## src/rtl/l1_bus_pkg.sv

```systemverilog
// Shared definitions for the L1 bus responder and the L1 cache that drives it.
// Latency: none (types, constants and a pure function only).
// Backpressure: none.
package l1_bus_pkg;

  localparam int ADDR_WIDTH_DEF = 24;
  localparam int LINE_WID_DEF   = 7;
  localparam int TIMEOUT_DEF    = 255;

  typedef enum logic [2:0] {
    IDLE = 3'd0,
    LINE = 3'd1,
    LWR  = 3'd2,
    SRD  = 3'd3,
    SWR  = 3'd4,
    FIN  = 3'd5,
    ERR  = 3'd6
  } bus_state_t;

  typedef enum logic [1:0] {
    REQ_NONE  = 2'd0,
    REQ_LINE  = 2'd1,
    REQ_READ  = 2'd2,
    REQ_WRITE = 2'd3
  } req_kind_t;

  // Fixed priority: line fill beats single read beats write-through.
  function automatic req_kind_t pick_req(input logic line_req,
                                         input logic rd_req,
                                         input logic wr_req);
    if (line_req)    return REQ_LINE;
    else if (rd_req) return REQ_READ;
    else if (wr_req) return REQ_WRITE;
    else             return REQ_NONE;
  endfunction

endpackage

```

## src/rtl/bus_timeout_ctr.sv

```systemverilog
// Beat watchdog: counts request cycles without an ack and flags expiry.
// Latency: expired is combinational, asserted in the TIMEOUT-th unacked cycle.
// Backpressure: none; the FSM drops the request in response to expired.
// Ports: clk, rst (async active-low), en (request pending, no ack),
//        clr (no beat in flight), expired (this cycle is the last allowed).
module bus_timeout_ctr #(
  parameter int TIMEOUT = 255
) (
  input  logic clk,
  input  logic rst,
  input  logic en,
  input  logic clr,
  output logic expired
);

  localparam logic [7:0] LAST = 8'(TIMEOUT - 1);

  logic [7:0] cnt;

  always_ff @(posedge clk or negedge rst) begin
    if (!rst)        cnt <= '0;
    else if (clr)    cnt <= '0;
    else if (en)     cnt <= cnt + 8'd1;
  end

  // Firing while cnt still reads TIMEOUT-1 keeps mem_req high for exactly
  // TIMEOUT cycles before the beat is abandoned.
  assign expired = en && (cnt == LAST);

endmodule

```

## src/rtl/l1_bus_responder.sv

```systemverilog
// L1 refill/uncached responder: walks a line byte by byte over a req/ack port.
// Latency: 1 cycle request to mem_req; L+2 cycles per beat for ack latency L.
// Backpressure: each beat holds mem_req until mem_ack or watchdog expiry.
// Ports: cache side read_line_req/read_req/write_through_req, bus_pa, bus_wdata,
//        bus_rdata, addr_count, line_write, bus_trans_finish, bus_error;
//        memory side mem_req/mem_we/mem_addr/mem_wdata, mem_ack/mem_rdata/mem_err.
module l1_bus_responder
  import l1_bus_pkg::*;
#(
  parameter int ADDR_WIDTH = ADDR_WIDTH_DEF,
  parameter int LINE_WID   = LINE_WID_DEF,
  parameter int TIMEOUT    = TIMEOUT_DEF
) (
  input  logic                  clk,
  input  logic                  rst,
  input  logic                  read_line_req,
  input  logic                  read_req,
  input  logic                  write_through_req,
  input  logic [ADDR_WIDTH-1:0] bus_pa,
  input  logic [7:0]            bus_wdata,
  output logic [7:0]            bus_rdata,
  output logic [LINE_WID:0]     addr_count,
  output logic                  line_write,
  output logic                  bus_trans_finish,
  output logic                  bus_error,
  output logic                  mem_req,
  output logic                  mem_we,
  output logic [ADDR_WIDTH-1:0] mem_addr,
  output logic [7:0]            mem_wdata,
  input  logic                  mem_ack,
  input  logic [7:0]            mem_rdata,
  input  logic                  mem_err
);

  localparam int CW = LINE_WID + 1;

  bus_state_t            state, state_nx;
  logic [ADDR_WIDTH-1:0] base, base_nx;
  logic                  base_ld;
  logic                  rdata_ld;
  logic                  cnt_inc;
  logic                  tmo_expired;

  // Outputs decode straight from registered state, so an asynchronous reset
  // removes mem_req and every pulse in the same instant.
  assign mem_req          = (state == LINE) || (state == SRD) || (state == SWR);
  assign mem_we           = (state == SWR);
  assign mem_wdata        = (state == SWR) ? bus_wdata : 8'd0;
  assign mem_addr         = (state == LINE) ? {base[ADDR_WIDTH-1:CW], addr_count} : base;
  assign line_write       = (state == LWR);
  assign bus_trans_finish = (state == FIN);
  assign bus_error        = (state == ERR);

  bus_timeout_ctr #(
    .TIMEOUT (TIMEOUT)
  ) u_tmo (
    .clk     (clk),
    .rst     (rst),
    .en      (mem_req & ~mem_ack),
    .clr     (~mem_req),
    .expired (tmo_expired)
  );

  always_comb begin
    state_nx = state;
    base_nx  = bus_pa;
    base_ld  = 1'b0;
    rdata_ld = 1'b0;
    cnt_inc  = 1'b0;
    case (state)
      IDLE: begin
        base_ld = 1'b1;
        case (pick_req(read_line_req, read_req, write_through_req))
          REQ_LINE: begin
            state_nx = LINE;
            base_nx  = {bus_pa[ADDR_WIDTH-1:CW], {CW{1'b0}}};
          end
          REQ_READ:  state_nx = SRD;
          REQ_WRITE: state_nx = SWR;
          default:   base_ld = 1'b0;
        endcase
      end
      LINE: begin
        if (mem_ack) begin
          if (mem_err) state_nx = ERR;
          else begin
            rdata_ld = 1'b1;
            state_nx = LWR;
          end
        end else if (tmo_expired) begin
          state_nx = ERR;
        end
      end
      LWR: begin
        // The byte just written always lands; a withdrawn fill stops here.
        cnt_inc = 1'b1;
        if (!read_line_req)   state_nx = IDLE;
        else if (&addr_count) state_nx = FIN;
        else                  state_nx = LINE;
      end
      SRD: begin
        if (mem_ack) begin
          if (mem_err) state_nx = ERR;
          else begin
            rdata_ld = 1'b1;
            state_nx = read_req ? FIN : IDLE;
          end
        end else if (tmo_expired) begin
          state_nx = ERR;
        end
      end
      SWR: begin
        if (mem_ack) begin
          if (mem_err) state_nx = ERR;
          else         state_nx = write_through_req ? FIN : IDLE;
        end else if (tmo_expired) begin
          state_nx = ERR;
        end
      end
      FIN:     state_nx = IDLE;
      ERR:     state_nx = IDLE;
      default: state_nx = IDLE;
    endcase
  end

  always_ff @(posedge clk or negedge rst) begin
    if (!rst) begin
      state      <= IDLE;
      base       <= '0;
      addr_count <= '0;
      bus_rdata  <= 8'd0;
    end else begin
      state <= state_nx;
      if (base_ld)  base <= base_nx;
      if (state == IDLE) addr_count <= '0;
      else if (cnt_inc)  addr_count <= addr_count + CW'(1);
      if (rdata_ld) bus_rdata <= mem_rdata;
    end
  end

endmodule

```

## config.mk

```make
export PLATFORM = sky130hd
export DESIGN_NAME = l1_bus_responder
export DESIGN_NICKNAME = d
export VERILOG_FILES = /design/src/rtl/l1_bus_pkg.sv /design/src/rtl/bus_timeout_ctr.sv /design/src/rtl/l1_bus_responder.sv
export SDC_FILE = /design/constraint.sdc
export NUM_CORES = 1
export LEC_CHECK = 0
export CELL_PAD_IN_SITES_DETAIL_PLACEMENT = 0
export CELL_PAD_IN_SITES_GLOBAL_PLACEMENT = 1
export CORE_ASPECT_RATIO = 1.2
export CORE_MARGIN = 8
export CORE_UTILIZATION = 35
export CTS_CLUSTER_DIAMETER = 100
export DETAILED_ROUTE_END_ITERATION = 10
export PLACE_DENSITY_LB_ADDON = 0.12
export SLEW_MARGIN = 20
export SYNTH_ARGS = -nofsm -noshare
export SYNTH_HDL_FRONTEND = slang
export SYNTH_SLANG_ARGS = --single-unit
```

## constraint.sdc

```tcl
create_clock -name clk -period 2.47 [get_ports clk]
set_input_delay 0.494 -clock clk [delete_from_list [all_inputs] [get_ports clk]]
set_output_delay 0.494 -clock clk [all_outputs]
set_load 0.02 [all_outputs]
```

Word-level counts from Yosys, hierarchy flattened:

Cells that the tools add are included.

* flip-flop bits (word level): 51
* bits of input ports: 47
* output and inout bits: 53

* reduce and logical (&&, ||, !) cells: 8
* bitwise gates (word level): 2
* add/subtract/negate cells: 2
* equal/unequal tests: 12
* muxes and demuxes: 31

Operators with widths (count)
* $mux 8: 8
* $mux 3: 11
* $add 8x1->8 const B: 2
* $pmux 3 s5: 1
* $eq 3x3->1 const B: 3
* $pmux 3 s3: 1
* $eq 8x8->1 const B: 1
* $mux 2: 4
* $reduce_and 8->1: 1
* $eq 3x2->1 const B: 2
* $mux 1: 6
* $eq 2x2->1 const B: 2
* $ne 4x1->1 const B: 1
* $eq 3x1->1 const B: 1
* $logic_not 3->1: 1
* $reduce_or 3->1: 1
* $eq 2x1->1 const B: 1
* $logic_or 1x1->1: 2
* $ne 2x1->1 const B: 1
* $reduce_bool 2->1: 1
* $reduce_or 2->1: 1
* $and 1x1->1: 1
* $logic_and 1x1->1: 1
* $not 1->1: 1

Logic depth before layout (Yosys ltp):

* word-level depth: 8
* mapped depth: 6

Modules after synthesis:

A second synthesis with hierarchy kept.

* cells, all modules: 259
* area total of the unflattened synthesis: 2612.5 um^2

By module, submodules not included
* l1_bus_responder: cells each 218, instances 1, area an instance 2200.9 um^2
* bus_timeout_ctr: cells each 41, instances 1, area an instance 411.6 um^2

Least setup slack after synthesis:

No wires, ideal clock.

* kind: register -> output
* start point: reg state[1]
* end point: out mem_wdata[0]
* arrival: 1.261 ns
* stages on the path, launching flop included: 5
* setup slack: 0.715 ns
* buffers on the path: 2
* path through: dfrtp_1 -> buf_4 -> nor3b_4 -> buf_2 -> and2_1

* cells in the longest elaborated chain, start to end: 2

Ends and longest elaborated chain
* from (decl): line l1_bus_responder.sv:37 `bus_state_t state, state_nx;`
* from (signal assigned): line l1_bus_responder.sv:133 `state <= state_nx;`
* $eq 3x3->1
* via mem_we: line l1_bus_responder.sv:27 `output logic mem_we,`
* $mux 8: line l1_bus_responder.sv:48 `assign mem_wdata = (state == SWR) ? bus_wdata : 8'd0;`
* to (decl): line l1_bus_responder.sv:29 `output logic [7:0] mem_wdata,`

The timed path passes the listed nets, and every way through them passes these cells.

Final worst setup path:

* start point: reg state[2]
* end point: out mem_addr[4]

* cells in the longest elaborated chain, start to end: 2

Ends and longest elaborated chain
* $eq 3x1->1: line l1_bus_responder.sv:49 `assign mem_addr = (state == LINE) ? {base[ADDR_WIDTH-1:CW], addr_count} : base;`
* $mux 8: line l1_bus_responder.sv:49
* to (decl): line l1_bus_responder.sv:28 `output logic [ADDR_WIDTH-1:0] mem_addr,`

No other way between the ends.

==> flow_metrics.env <==
export IMPL_status="finished clean"
export IMPL_wire_per_inst_microns=14.98
export IMPL_fmax_ghz=0.4186
export IMPL_final_cell_mix="clkdlybuf4s50_1 (80), nand2_1 (76), dfrtp_1 (50)"
export IMPL_cts_max_level=2
export IMPL_ant_nets=0
export IMPL_grt_pass1_wl_microns=11280
export IMPL_maxCapViolCount=0
export IMPL_yosysWarnings=0
export IMPL_finalNonFillerCells=470
export IMPL_dp_cells=454
export IMPL_critical_path_cell_chain="nand2b_4, nor2_4, buf_4, mux2_2, dlygate4sd2_1"
export IMPL_crit_required_ns=1.98
export IMPL_min_path_type="in -> async"
export IMPL_stdcell_area_sq_um=3874
export IMPL_antenna_found_initial=0
export IMPL_grt_usage=0.1315
export IMPL_skew_ns=0.005471
export IMPL_rr_endpoint="base[5]$_DFFE_PN0P_"
export IMPL_clk_path_buf_depth=2
export IMPL_setup_violations=0
export IMPL_cts_root_buf="clkbuf_8"
export IMPL_grt_pass1_vias=2184
export IMPL_clk_pin_slew_ns=0.10
export IMPL_seq_area_frac_synth=0.4709
export IMPL_drc_errors=0
export IMPL_num_io_pins=100
export IMPL_cts_sinks=51
export IMPL_p_leak_nw=1.899
export IMPL_nets=427
export IMPL_start_util=0.3557
export IMPL_drt_iter0_markers=89
export IMPL_wl_met3_microns=403
export IMPL_cp_start_kind="register"
export IMPL_die_area_sq_um=10830
export IMPL_crit_type="reg -> out"
export IMPL_cts_buffers=5
export IMPL_slew_headroom=0.6122
export IMPL_multiInputGateArea_sq_um=1207
export IMPL_drive_above_1_share=0.1455
export IMPL_period_needed_ns=2.389
export IMPL_cpMaxStageDelayCell="dfrtp_1"
export IMPL_finalHoldViolCount=0
export IMPL_fin_crit_sh=0.9671
export IMPL_area_growth_pct=42.94
export IMPL_maxSlewViolCount=0
export IMPL_m1WireLength_microns=2811
export IMPL_chipHeight_microns=112.4
export IMPL_vias=2200
export IMPL_cpPeakStageDelay_ns=0.42
export IMPL_fin_tns_setup_ns=0
export IMPL_viasPerCell=4.681
export IMPL_endpoint_kind="output port"
export IMPL_synth_area_per_cell_sq_um=9.576
export IMPL_synth_cell_types=42
export IMPL_clk_latency_ns=0.30
export IMPL_worstPathMaxFanout=7
export IMPL_r2r_start="state[1]$_DFFE_PN0P_"
export IMPL_port_buffers=99
export IMPL_hold_ws_ns=0.009047
export IMPL_worst_slew_pin_slew_ns=0.5817
export IMPL_highest_layer="met4"
export IMPL_rsz0062_at_grt="false"
export IMPL_antennaDiodeCount=0
export IMPL_final_common_cell="clkdlybuf4s50_1"
export IMPL_arrival_ns=1.89
export IMPL_critical_path_top_delay_family="buffers and inverters"
export IMPL_coreArea_sq_um=7620
export IMPL_grt_ovfl_total=0
export IMPL_reg2regPathDepth=5
export IMPL_cp_num_buf_inv=2
export IMPL_drt_pass1_iter_count=4
export IMPL_final_util=0.5084
export IMPL_fill_cells=732
export IMPL_dpl_cell_area_sq_um=3667
export IMPL_syn_nets=333
export IMPL_vdd_drop_max_mv=0.4998
export IMPL_wl_met2_microns=3753
export IMPL_power_density_nw_per_um2=1108
export IMPL_grt_start_max_net_pins=44
export IMPL_drt_total_wl_microns=7040
export IMPL_cts_tree="built"
export IMPL_num_rows=35
export IMPL_ys_seq_elements=51
export IMPL_seq_area_sq_um=1277
export IMPL_post_dp_hpwl_microns=5222
export IMPL_gp_congestion=0.8023
export IMPL_die_width_microns=96.33
export IMPL_netlist_area_sq_um=2710
export IMPL_regToRegSetupSlack_ns=0.72
export IMPL_synthCells=283
==> logic make-up after synthesis <==
logic type / share of synthesized area
AO/OA/AOI/OAI: 0.06048
XOR/XNOR: 0.02262
AND/OR/NAND/NOR: 0.2585
adder cells (fa/ha/maj): 0.01385
buffers and inverters: 0.08679
multiplexers: 0.08679
flip-flops: 0.4709
==> metal layers <==
layer | global-route usage | vias up
met5 | 0 | -
met2 | 0.2326 | 51
met1 | 0.1538 | 1041
met4 | 0.03340 | 0
met3 | 0.02804 | 7
li1 | - | 1101
==> report_power, final <==
| part | switching [mW] | leakage (nW) | internal [mW] |
|---|---|---|---|
| logic | 1.23 | 1.18 | 1.11 |
| clock network | 0.299 | 0.0618 | 0.334 |
| registers | 0.198 | 0.655 | 1.13 |
| total | 1.73 | 1.90 | 2.57 |
==> per-stage QoR <==
step	worst slack, ns	total power [mW]
after detailed placement	0.2363	3.663
after floorplan	0.7155	2.907
after global placement	0.2631	3.649
after global routing	0.02161	4.610
final	0.08127	4.293
after CTS	0.007682	4.323
==> cell type report <==
class                      instances  area share
clock buffer                       6     0.02132
sequential                        51      0.3298
multi-input combinational        199      0.3117
clock inverter                     2     0.01001
tap                               92     0.02972
timing repair buffer             116      0.2926
inverter                           4    0.004845
==> synth_stat cells <==
| cell | n | area share |
|---|---|---|
| o32a_1 | 1 | 0.0037 |
| nand3b_1 | 8 | 0.022 |
| nand2_1 | 76 | 0.11 |
| nand2b_1 | 2 | 0.0046 |
| nand2b_4 | 1 | 0.0051 |
| buf_2 | 4 | 0.0074 |
| a2bb2oi_1 | 1 | 0.0032 |
| and3_1 | 3 | 0.0069 |
| buf_4 | 18 | 0.050 |
| a21oi_1 | 5 | 0.0092 |
| and2_1 | 8 | 0.018 |
| buf_6 | 5 | 0.021 |
| nor2b_2 | 1 | 0.0032 |
| a32oi_1 | 1 | 0.0032 |
| ha_1 | 3 | 0.014 |
| and3b_1 | 2 | 0.0065 |
| a31oi_1 | 1 | 0.0023 |
| o311ai_1 | 1 | 0.0032 |
| nor3_4 | 1 | 0.0060 |
| clkbuf_2 | 1 | 0.0018 |
| mux2_4 | 1 | 0.0055 |
| xor2_1 | 5 | 0.016 |
| nor3_1 | 2 | 0.0037 |
| xnor2_1 | 2 | 0.0065 |
| a32o_1 | 1 | 0.0037 |
| o21ai_0 | 8 | 0.015 |
| o221ai_1 | 1 | 0.0032 |
| inv_1 | 4 | 0.0055 |
| nand3_1 | 5 | 0.0092 |
| nor2_4 | 3 | 0.012 |
| mux2i_1 | 4 | 0.015 |
| nand4_1 | 4 | 0.0092 |
| mux2_2 | 16 | 0.066 |
| o31ai_2 | 1 | 0.0046 |
| nor3b_4 | 1 | 0.0069 |
| or2_1 | 1 | 0.0023 |
| o21ai_1 | 3 | 0.0055 |
| o31a_2 | 1 | 0.0037 |
| nor2_1 | 23 | 0.032 |
| nor2b_1 | 2 | 0.0046 |
| dfrtp_1 | 51 | 0.47 |
| clkbuf_1 | 1 | 0.0014 |
==> what timing repair did <==
action,CTS,global route
pin swaps,1,1
endpoints found under the setup margin,18,13
buffers inserted,4,4
hold buffers,0,0
resized for setup,11,12
==> state kept, by name, indices dropped and copies added (netlist names) <==
signal / flops
base: 24
bus_rdata: 8
state: 3
addr_count: 8
u_tmo.cnt: 8
==> worst max-delay path by stage <==
| stage | start | to | slack (ns) | cells past startpoint |
|---|---|---|---|---|
| global placement | state[2]$_DFFE_PN0P_ | mem_addr[7] | 0.26 | 4 |
| detailed placement | state[2]$_DFFE_PN0P_ | mem_addr[2] | 0.24 | 4 |
| finish | state[2]$_DFFE_PN0P_ | mem_addr[4] | 0.08 | 5 |
| floorplan | state[1]$_DFFE_PN0P_ | mem_wdata[0] | 0.72 | 4 |
| CTS | state[2]$_DFFE_PN0P_ | mem_addr[6] | 0.008 | 6 |
| global route | state[2]$_DFFE_PN0P_ | mem_addr[2] | 0.02 | 5 |
No activity file was read; power rests on OpenSTA's default activity.
